## src/rtl/fetch_unit.sv

```systemverilog
// fetch_unit: MIPS32 instruction-fetch stage owning the PC, the imem handshake
// and next-PC selection from the decoder's branch/jump outputs.
module fetch_unit #(
   parameter logic [31:0] RESET_PC = 32'h0040_0000
) (
   input  logic        clk,
   input  logic        rst,
   output logic        imem_req,
   output logic [31:0] imem_addr,
   input  logic [31:0] imem_rdata,
   input  logic        imem_ready,
   input  logic        stall,
   input  logic        branch,
   input  logic        bne,
   input  logic        jump,
   input  logic        zero,
   output logic [31:0] inst,
   output logic [5:0]  opcode,
   output logic        inst_valid,
   output logic [31:0] pc,
   output logic [31:0] pc_plus4,
   output logic        illegal_op,
   output logic [31:0] retired
);
   typedef enum logic [1:0] {IDLE, FETCH, HOLD, HALT} state_t;
   state_t state, state_next;
   logic [31:0] next_pc;
   logic [5:0]  rop;
   logic        legal, accept, advance, take;

   assign rop     = imem_rdata[31:26];
   assign legal   = rop inside {6'd0, 6'd2, 6'd4, 6'd5, 6'd35, 6'd43};
   assign accept  = (state == FETCH) && imem_ready;
   assign advance = (state == HOLD) && !stall;
   assign take    = (branch & zero) | (bne & ~zero);
   assign next_pc = jump ? {pc_plus4[31:28], inst[25:0], 2'b00}
                  : take ? pc_plus4 + {{14{inst[15]}}, inst[15:0], 2'b00}
                  : pc_plus4;

   assign pc_plus4   = pc + 32'd4;
   assign opcode     = inst[31:26];
   assign imem_req   = state == FETCH;
   assign imem_addr  = pc;
   assign inst_valid = state == HOLD;
   assign illegal_op = state == HALT;

   always_comb begin
      state_next = state;
      case (state)
         IDLE:    state_next = FETCH;
         FETCH:   state_next = imem_ready ? (legal ? HOLD : HALT) : FETCH;
         HOLD:    state_next = stall ? HOLD : FETCH;
         default: state_next = HALT;
      endcase
   end

   // Control inputs only reach state through the advance-gated pc update.
   always_ff @(posedge clk) begin
      if (rst) begin
         state   <= IDLE;
         pc      <= RESET_PC;
         inst    <= '0;
         retired <= '0;
      end else begin
         state <= state_next;
         if (accept) inst <= imem_rdata;
         if (advance) begin
            pc      <= next_pc;
            retired <= retired + 32'd1;
         end
      end
   end
endmodule

```

## config.mk

```make
export PLATFORM = sky130hd
export DESIGN_NAME = fetch_unit
export DESIGN_NICKNAME = d
export VERILOG_FILES = /design/src/rtl/fetch_unit.sv
export SDC_FILE = /design/constraint.sdc
export NUM_CORES = 1
export LEC_CHECK = 0
export CORE_MARGIN = 1.5
export CORE_UTILIZATION = 35
export DETAILED_ROUTE_END_ITERATION = 6
export SYNTH_ARGS = -nofsm -noshare
export SYNTH_HDL_FRONTEND = slang
export SYNTH_SLANG_ARGS = --single-unit
```

## constraint.sdc

```tcl
create_clock -name clk -period 6.59 [get_ports clk]
set_input_delay 1.318 -clock clk [delete_from_list [all_inputs] [get_ports clk]]
set_output_delay 1.318 -clock clk [all_outputs]
set_load 0.01 [all_outputs]
```

## After elaboration in Yosys (flattened, before gate mapping)

Index checks and enable logic that the tools add are counted.

- Flip-flop bits (word level): 98
- Bits in latches: 0
- Bits in writable memories: 0
- Memory bits (read-only): 0
- Input bits: 40
- Output and inout port bits: 169
- Word-level logic and storage cells: 31
- Memories kept: 0

- $add $sub $neg: 3
- Multiply operators: 0
- Divide/modulo/power cells: 0
- Magnitude comparators: 0
- Equality and inequality tests: 8
- Shift-type cells: 0
- Muxes and demuxes: 6
- Bitwise logic cells: 4
- Reduce and logical (&&, ||, !) cells: 6

Operator list:

| operator | number |
|---|---|
| two-way mux 32 bit | 2 |
| adder 32 x 1 -> 32 bit (second input constant) | 1 |
| adder 32 x 3 -> 32 bit (second input constant) | 1 |
| adder 32 bit | 1 |
| == test 6 x 3 -> 1 bit (second input constant) | 2 |
| == test 6 bit (second input constant) | 2 |
| == test 6 x 2 -> 1 bit (second input constant) | 1 |
| logical NOT 6 bit | 1 |
| case mux 2 bit (3 select lines) | 1 |
| nonzero test 6 bit | 1 |
| == test 2 bit (second input constant) | 2 |
| two-way mux 2 bit | 2 |
| AND 1 bit | 2 |
| == test 2 x 1 -> 1 bit (second input constant) | 1 |
| logical AND 1 bit | 2 |
| logical NOT 2 bit | 1 |
| logical NOT 1 bit | 1 |
| two-way mux 1 bit | 1 |
| NOT 1 bit | 1 |
| bitwise OR 1 bit | 1 |

## Longest topological paths before layout

Gate-level depths: netlist of run 1.

- Word-level depth: 5
- Gate-level depth with buffers: 17
- Depth with buffers taken out: 16

## Least setup slack after synthesis of run 1

OpenSTA, ideal clock, no wires.

- Kind: register -> register
- From: register pc[10], in the netlist imem_addr[10]
- To: register pc[31], in the netlist imem_addr[31]
- Setup time: 0.121 ns
- Arrival: 3.546 ns
- Required time: 6.469 ns
- Path slack: 2.922 ns
- Cell stages (with the launch flop): 18
- Path buffers: 1
- Clock period less this slack: 3.668 ns
- Cells stage by stage: dfxtp_1 -> and4_1 -> buf_4 -> and4_1 -> nand3_2 -> nor2_1 -> nand4_1 -> xnor2_1 -> ha_1 -> nand3_1 -> nor3_1 -> nand2_1 -> a2bb2oi_1 -> o21ai_2 -> or3_1 -> and4_4 -> o21a_1 -> mux2_4

- Cells in the longest elaborated chain, start to end: 4

Ends and longest elaborated chain:

| item | RTL line | text |
|---|---|---|
| start: declaration | 20 | `output logic [31:0] pc,` |
| start signal: assignment | 68 | `pc <= next_pc;` |
| adder 32 x 3 -> 32 bit | 40 | `assign pc_plus4 = pc + 32'd4;` |
| named net pc_plus4[27] | 21 | `output logic [31:0] pc_plus4,` |
| adder 32 bit | 37 | `: take ? pc_plus4 + {{14{inst[15]}}, inst[15:0], 2'b00}` |
| two-way mux 32 bit | 37 |  |
| two-way mux 32 bit | 36 | `assign next_pc = jump ? {pc_plus4[31:28], inst[25:0], 2'b00}` |

The timed path passes the listed nets, and every way through them passes these cells.
A chain may end at the register's enable or synchronous reset.

## Worst setup path in the final report of run 1

- From: register pc[4], in the netlist imem_addr[4]
- To: output pc_plus4[23]

- Cells in the longest elaborated chain, start to end: 1

Ends and longest elaborated chain:

| item | RTL line |
|---|---|
| adder 32 x 3 -> 32 bit | 40 |
| end: declaration | 21 |

No other way between the ends.

==> run_results.csv, run 1 <==
group,metric,value,unit
status,status,"finished, final reports clean",
global_routing,grt_usage,0.226,
logic_synthesis,synth_compound_area_frac,0.218,
clock_network,insertion_delay,370,ps
cells_and_area,drive_gt1_frac,0.0427,
critical_path,startpoint_type,"flop",
cells_and_area,finalNonFillerCells,1265,
clock_network,cts_tree,"yes",
critical_path,crit_arrival,3050,ps
route,wl,22.7,mm
critical_path,crit_cells,7,
floorplan,initial_core_util,0.358,
place,dp_cells,1249,
cells_and_area,finalNetCount,1105,
logic_synthesis,ys_top_cells_by_count,"nand2_1, dfxtp_1, a21oi_1",
critical_path,crit_top_cell,"nand2_1",
critical_path,startpoint,"imem_addr[4]$_SDFFE_PP0P_",
logic_synthesis,synthMostInstantiatedCell,"nand2_1",
place,gp_congestion,0.906,
sta,setup_ws,2230,ps
cells_and_area,multi_input_area,0.00428,mm2
global_routing,grt_overflow,0,
global_routing,grt_pass1_vias,6545,
critical_path,crit_type,"flop to primary output",
logic_synthesis,synth-edff-count,0,
cells_and_area,area_delta_synth_final,32.9,%
pwr,powerDensity,156,mW/mm2
floorplan,core_area,0.0188,mm2
critical_path,worstSetupEndpointType,"primary output",
logic_synthesis,synth_simple_gate_area_frac,0.235,
sta,setup_viol,0,
clock_network,post_cts_buffers,0,
sta,setup-tns-final,0,ps
critical_path,reg2reg_from,"imem_addr[4]$_SDFFE_PP0P_",
sta,period_minus_slack,4360,ps
sta,clock_skew,10.8,ps
logic_synthesis,ys.flop_type,"dfxtp_1",
critical_path,cp.required,5270,ps
critical_path,r2r_slack,2480,ps
clock_network,ctsHoldBuffers,0,
critical_path,crit_family,"simple AND/OR/NAND/NOR gates",
clock_network,clock_path_buffers,2,
place,pre_cts_ws,2460,ps
logic_synthesis,synth_top_area_frac,0.286,
critical_path,worstPathMaxFanout,8,
cells_and_area,final_core_util,0.475,
sta,rsz0062_at_grt,"no",
logic_synthesis,syn_area,0.00671,mm2
logic_synthesis,ys_seq_elements,96,
sta,tightest_slew,1020,ps
pwr,ir_worst_vdd,143,uV
clock_network,numClockSinks,96,
global_routing,grt_pass1_wl,35.8,mm
cells_and_area,fillers,1902,
logic_synthesis,ys_types,69,
sta,max-slew-margin-rel,0.318,
floorplan,rows,50,
critical_path,r2r_cells,15,
floorplan,die_h,141,um
route,drt_pass1_iterations,5,
route,drtIter0Drc,469,
logic_synthesis,async_flop_share,0,
sta,drv_slew,0,
cells_and_area,seqCellArea,0.00192,mm2
sta,finalCritPeriodShare,0.662,
pwr,p_leak,0.00338,uW
critical_path,reg2reg_to,"imem_addr[29]$_SDFFE_PP0P_",
route,vias_per_cell,5.38,
place,port_buffers,202,
critical_path,crit_end,"pc_plus4[23]",
sta,hold_viol,0,
logic_synthesis,synth_top_family_by_area,"simple AND/OR/NAND/NOR gates",
floorplan,dieArea,0.0200,mm2
logic_synthesis,synth_fa_ha_area_frac,0.0738,
logic_synthesis,synth_warnings,0,
logic_synthesis,synthMuxAreaShare,0.0101,
logic_synthesis,synth_top_area_cell,"dfxtp_1",
critical_path,slowest_stage,"clkdlybuf4s50_1",
logic_synthesis,seq_area_frac_synth,0.286,
clock_network,cts-root-buf,"clkbuf_16",
route,via_count,6803,
worst_hold_path,min_path_type,"flop to flop",
floorplan,io_pins,209,
sta,max_freq,0.229,GHz
clock_network,htree_levels,3,
sta,whs,475,ps
route,remaining_drc_errors,0,
clock_network,cts.reportedPaths.clkPinSlew,90,ps
route,wl_per_cell,17.9,um
critical_path,path_buf_inv,1,
critical_path,slowest_delay,650,ps
job,maxCapViolCount,0,
place,dpl.hpwl,16.7,mm
floorplan,fp.dieW,141,um
logic_synthesis,avgSynthCellArea,7.60,um2
critical_path,path_cells,"and4_1 > and3_1 > nand2_1 > nor2_1 > nand2_1 > xnor2_1 > clkdlybuf4s50_1",
logic_synthesis,synth_cells,883,
cells_and_area,n_antenna_cell,0,
global_routing,grt_max_degree,53,
logic_synthesis,synth_area_leaders,"dfxtp_1, nand2_1, ha_1, a21oi_1, xnor2_1",
route,drtAntennaViolNets,0,
clock_network,cts_made_buffers,9,
logic_synthesis,synth_xor_area_frac,0.0952,
global_routing,antenna_found_initial,0,
clock_network,ctsResizeCount,0,
[kinds of logic (layout without fill, tap and decap cells)]
kind of cell,count (synthesis),count (layout)
AOI/OAI and AO/OA,233,233
xor gates and xnor gates,73,73
adders and majority gates,39,39
buffers and inverters,95,238
DFF,96,96
muxes,6,6
other,1,6
and+or+nand+nor,340,340
[how the worst min path moves through the flow]
stage          depth (start not counted)               endpoint                   from  slack [ps]
3_3_place_gp                           2  inst[31]$_SDFFE_PP0P_  inst[31]$_SDFFE_PP0P_         460
6_report                               2  inst[31]$_SDFFE_PP0P_  inst[31]$_SDFFE_PP0P_         470
3_5_place_dp                           2  inst[31]$_SDFFE_PP0P_  inst[31]$_SDFFE_PP0P_         470
2_1_floorplan                          2  inst[18]$_SDFFE_PP0P_  inst[18]$_SDFFE_PP0P_         490
5_1_grt                                2  inst[26]$_SDFFE_PP0P_  inst[26]$_SDFFE_PP0P_         500
4_1_cts                                2  inst[31]$_SDFFE_PP0P_  inst[31]$_SDFFE_PP0P_         480
[cell usage in the layout (no fill, tap or decap), types with 3 or more instances in the layout]
| master | count |
|---|---|
| a31oi_1 | 11 |
| inv_1 | 12 |
| o311ai_0 | 3 |
| and2_1 | 5 |
| and4_1 | 7 |
| a2111oi_0 | 3 |
| clkdlybuf4s50_1 | 201 |
| nor2_1 | 77 |
| nand4_1 | 22 |
| ha_1 | 38 |
| a21oi_1 | 89 |
| nand3_1 | 28 |
| o21a_1 | 5 |
| a211oi_1 | 11 |
| or3_1 | 12 |
| buf_4 | 7 |
| or2_2 | 3 |
| conb_1 | 6 |
| and3_1 | 6 |
| o211ai_1 | 14 |
| xnor2_1 | 39 |
| a21o_1 | 22 |
| dfxtp_1 | 96 |
| nor3_1 | 18 |
| nand2_1 | 137 |
| nand2b_1 | 7 |
| nor2b_1 | 6 |
| xor2_1 | 34 |
| o21ai_0 | 45 |
| clkbuf_16 | 9 |
[sequential cells by signal (all words and copies together), names as in the netlist]
name       flops
imem_addr     30
inst          32
retired       32
state          2
[routing by layer]
layer  track usage  up-vias  part of all wire
met1         0.303     3212              0.47
met3        0.0452       23             0.055
met4        0.0613        0             0.015
met2         0.369      191              0.46
li1              -     3377                 -
met5             0        -                 0
[area by class of cell]
cell class,instances,area share
Multi-Input combinational cell,697,0.479
Tap cell,234,0.0328
Inverter,13,0.00547
Clock buffer,9,0.0252
Clock inverter,7,0.00996
Sequential cell,96,0.215
Timing Repair Buffer,209,0.232
[report_power, final]
group          internal (uW)  switching (uW)  leakage [uW]
registers                593            19.2      0.000777
clock network            277             295      0.000153
logic                   93.8             112       0.00245
[worst register-to-register path: cells and delay by family (launching register included)]
family                     cells  cell delay (ps)
adders and majority gates      1              370
muxes                          1              260
xor gates and xnor gates       1              370
DFF                            1              470
and+or+nand+nor                7             1630
AOI/OAI and AO/OA              5              940
[stage by stage]
step	total power, uW	cell area [um2]
final	1390	8920
after global routing	1450	8920
after CTS	1400	8920
after detailed placement	831	8610
after global placement	830	8610
after floorplan	737	6730
Note: power is estimated with default switching activity, not from simulation.
==> run 2, diff against run 1 <==
- clock period: 6.59 -> 4.1 ns (I/O delays scaled with it)
==> run_results.csv, run 2 (synthesis gave the netlist of run 1 again) <==
group,metric,value,unit
cells_and_area,finalNetCount,1138,
place,dpl.hpwl,17.2,mm
cells_and_area,multi_input_area,0.00432,mm2
critical_path,crit_top_cell,"a21oi_1",
sta,rsz0062_at_grt,"no",
critical_path,worstPathMaxFanout,7,
route,via_count,7000,
sta,drv_slew,0,
floorplan,core_area,0.0188,mm2
clock_network,insertion_delay,360,ps
route,remaining_drc_errors,0,
route,drtAntennaViolNets,0,
clock_network,cts.reportedPaths.clkPinSlew,80,ps
route,drtIter0Drc,468,
pwr,p_leak,0.00356,uW
global_routing,grt_overflow,0,
critical_path,slowest_stage,"dfxtp_1",
floorplan,initial_core_util,0.358,
status,status,"finished, final reports clean",
critical_path,path_cells,"and4_1 > and3_2 > nand2_1 > buf_4 > xnor2_1 > ha_1 > a21oi_1 > o21ai_0 > a21oi_1 > o221a_4 > o21ai_2 > or3_1 > and4_4 > o21a_1 > mux2_4",
cells_and_area,layout_commonest_cell,"clkdlybuf4s50_1",
clock_network,htree_levels,3,
sta,setup-tns-final,0,ps
cells_and_area,stdcell_area,0.00922,mm2
cells_and_area,seqCellArea,0.00192,mm2
cells_and_area,drive_gt1_frac,0.0808,
pwr,ir_worst_vdd,186,uV
place,place_area,0.00886,mm2
floorplan,io_pins,209,
cells_and_area,area_delta_synth_final,37.3,%
route,drt_pass1_iterations,5,
worst_hold_path,min_path_type,"flop to flop",
clock_network,numClockSinks,96,
critical_path,crit_type,"flop to flop",
clock_network,cts-root-buf,"clkbuf_16",
floorplan,fp.dieW,141,um
sta,whs,476,ps
sta,max_freq,0.260,GHz
global_routing,grt_max_degree,49,
sta,max-slew-margin-rel,0.422,
sta,tightest_slew,863,ps
floorplan,die_h,141,um
cells_and_area,n_antenna_cell,0,
critical_path,worstSetupEndpointType,"flop",
critical_path,crit_arrival,4100,ps
global_routing,grt_pass1_vias,6431,
sta,setup_viol,0,
clock_network,cts_tree,"yes",
critical_path,r2r_slack,260,ps
cells_and_area,fillers,1904,
sta,hold_viol,0,
route,wl,23.1,mm
sta,period_minus_slack,3840,ps
floorplan,rows,50,
cells_and_area,layout_common_cells,"clkdlybuf4s50_1, nand2_1, dfxtp_1",
global_routing,antenna_found_initial,0,
place,gp_congestion,0.926,
critical_path,slowest_delay,430,ps
job,maxCapViolCount,0,
clock_network,cts_made_buffers,9,
critical_path,startpoint_type,"flop",
sta,finalCritPeriodShare,0.937,
place,port_buffers,202,
critical_path,cp.required,4360,ps
pwr,powerDensity,243,mW/mm2
route,vias_per_cell,5.39,
floorplan,dieArea,0.0200,mm2
route,wl_per_cell,17.8,um
clock_network,clock_path_buffers,2,
global_routing,grt_usage,0.229,
global_routing,grt_pass1_wl,36.1,mm
sta,clock_skew,10.1,ps
clock_network,ctsHoldBuffers,0,
==> run 2: worst paths after layout <==
kind | from | cells after the start | endpoint
hold / removal | inst[19]$_SDFFE_PP0P_ | 2 | inst[19]$_SDFFE_PP0P_
setup / recovery | imem_addr[6]$_SDFFE_PP0P_ | 15 | imem_addr[31]$_SDFFE_PP0P_
hold reg to reg | inst[19]$_SDFFE_PP0P_ | 2 | inst[19]$_SDFFE_PP0P_
setup reg to reg | imem_addr[6]$_SDFFE_PP0P_ | 15 | imem_addr[31]$_SDFFE_PP0P_
==> run 2: power breakdown <==
group / total [uW] / internal (uW) / switching [uW]
logic: 349 / 160 / 189
clock network: 912 / 445 / 467
registers: 979 / 953 / 26.6
total: 2240 / 1560 / 683
==> run 2: final cells by class <==
type / instances / area share
repair buffers: 242 / 0.251
inverters: 13 / 0.00529
flip-flops and latches: 96 / 0.209
well taps: 234 / 0.0318
clock buffers: 9 / 0.0244
multi-input cells: 697 / 0.469
clock inverters: 7 / 0.00964
==> run 2: stage by stage <==
stage                     power, uW  utilization  instances  setup slack [ps]
after floorplan                1180            -        888               432
after global placement         1350        0.472       1282               213
after detailed placement       1350        0.472       1282              91.1
after CTS                      2260        0.489       1298              62.5
after global routing           2340        0.491       1298              7.45
final                          2240        0.491       1298               258
==> run 2: per-layer routing <==
metal / wire length [um] / track usage / vias to the layer above
li1: - / - / 3441
met1: 11100 / 0.329 / 3311
met2: 10400 / 0.356 / 224
met3: 1310 / 0.0398 / 24
met4: 329 / 0.0532 / 0
met5: 0 / 0 / -
==> run 2: critical path: cells and delay by family (launching register included) <==
kind,cells,cell delay [ps]
fa+ha+maj,1,340
compound gates,6,960
flops,1,430
mux,1,290
simple gates,5,1280
buf+inv,1,200
xor+xnor,1,230
==> run 2: timing repair <==
item	4_1_cts	5_1_grt
setup endpoints to repair	0	7
setup buffers	0	0
gates resized for setup	0	10
==> RTL change: new RTL, config.mk and constraints of run 2 <==
Register the output `retired` once more, without a reset; this adds one clock of latency there. The other outputs are not delayed to match.
--- a/src/rtl/fetch_unit.sv
+++ b/src/rtl/fetch_unit.sv
@@ -24,4 +24,6 @@
 );
    typedef enum logic [1:0] {IDLE, FETCH, HOLD, HALT} state_t;
+
+   logic [31:0] retired_s0;
    state_t state, state_next;
    logic [31:0] next_pc;
@@ -61,5 +63,5 @@
          pc      <= RESET_PC;
          inst    <= '0;
-         retired <= '0;
+         retired_s0 <= '0;
       end else begin
          state <= state_next;
@@ -67,8 +69,12 @@
          if (advance) begin
             pc      <= next_pc;
-            retired <= retired + 32'd1;
+            retired_s0 <= retired_s0 + 32'd1;
          end
       end
    end
+   always_ff @(posedge clk) begin
+      retired <= retired_s0;
+   end
+
 endmodule
 
Check against the original RTL: not equivalent (a bounded check fails within 4 cycles, from zero or initial values and one cycle with rst high).
==> RTL change against run 2 <==
- global-route usage is 0.93 points higher
- total power is 46% higher
- final cell count is 10% higher
- synthesized area is 11% higher
- sequential share of layout area is 3.7 points higher
- routed wire length is 14% higher
- cell area is 13% higher
- sequential power is 33% higher
- setup slack worse by 0.080 ns
- first-iteration DRC count is 7.3% lower
- critical path depth is 10 lower
- clock power is 75% higher
- sequential cell count is 32 higher
- critical endpoint is now pc_plus4[28]
==> RTL change: results (changes against run 2) <==
status: finished clean (unchanged)
Cells after DPL: 1398 (was 1282)
Leak: 3.93 nW (was 3.56 nW)
routed wl met2: 12.3 mm (was 10.4 mm)
pin count of the biggest net entering global routing: 55 (was 49)
Post-synth top cells: 149 x nand2_1, 128 x dfxtp_1, 91 x a21oi_1 (was 137 x nand2_1, 96 x dfxtp_1, 89 x a21oi_1)
wire length on met1: 11.9 mm (was 11.1 mm)
share of post-route cells with drive strength above 1: 10.7% (was 8.08%)
Final GP Congestion: 0.948 (was 0.926)
pre-CTS WS: 0.139 ns (was 0.0911 ns)
maximum vdd ir drop: 295 uV (was 186 uV)
Slowest-stage cell, CP: or4_2 (was dfxtp_1)
first-pass GRT wire length: 40.6 mm (was 36.1 mm)
CTS Buf Count: 17 (was 9)
Final Skew: 0.0100 ns (was 0.0101 ns)
met3 routed wirelength: 1.60 mm (was 1.31 mm)
WL per Instance: 18.4 um (was 17.8 um)
Worst-Skew Late Latency: 0.43 ns (was 0.36 ns)
logic gate share of total power: 11.5% (was 15.6%)
achievable clock frequency: 0.255 GHz (was 0.260 GHz)
Clock transition at path regs: 0.06 ns (was 0.08 ns)
Seq/Total Area, Yosys: 34.4% (was 28.6%)
post_cts resized: 1 (was 0)
Fillers: 2089 (was 1904)
synth top area cells: dfxtp_1 34%, nand2_1 7.5%, ha_1 6.4% (was dfxtp_1 29%, nand2_1 7.7%, ha_1 7.1%)
WP data arrival: 3.10 ns (was 4.10 ns)
Via density: 5.30 (was 5.39)
hold_ws: 0.371 ns (was 0.476 ns)
grt met1 use: 31.4% (was 32.9%)
## RTL change: final cells by class
type | count | area share, %
Tap cell | 275 | 3.29
Inverter | 18 | 0.646
Sequential cell | 128 | 24.6
Timing Repair Buffer | 260 | 23.5
Clock buffer | 18 | 4.10
Clock inverter | 14 | 1.70
Multi-Input combinational cell | 717 | 42.2
## RTL change: cells by family after synthesis
logic type,Yosys count,share of synthesized area (%)
muxes,4,0.570
DFF,128,34.4
other,1,0.0503
adders and majority gates,39,6.64
and+or+nand+nor,363,22.8
buffers and inverters,100,7.38
AOI/OAI and AO/OA,235,19.7
xor gates and xnor gates,70,8.44
## RTL change: worst reg2reg max path, cell delays in order (launching register included)
cell	delay [ns]
dfxtp_1	0.40
nand3_1	0.16
or4_4	0.61
nor2_1	0.16
and3_1	0.23
xor2_1	0.11
ha_2	0.43
and4_1	0.32
nand2_1	0.07
or4_1	0.51
o22ai_1	0.23
o21ai_0	0.14
mux2_2	0.29
a21oi_1	0.13
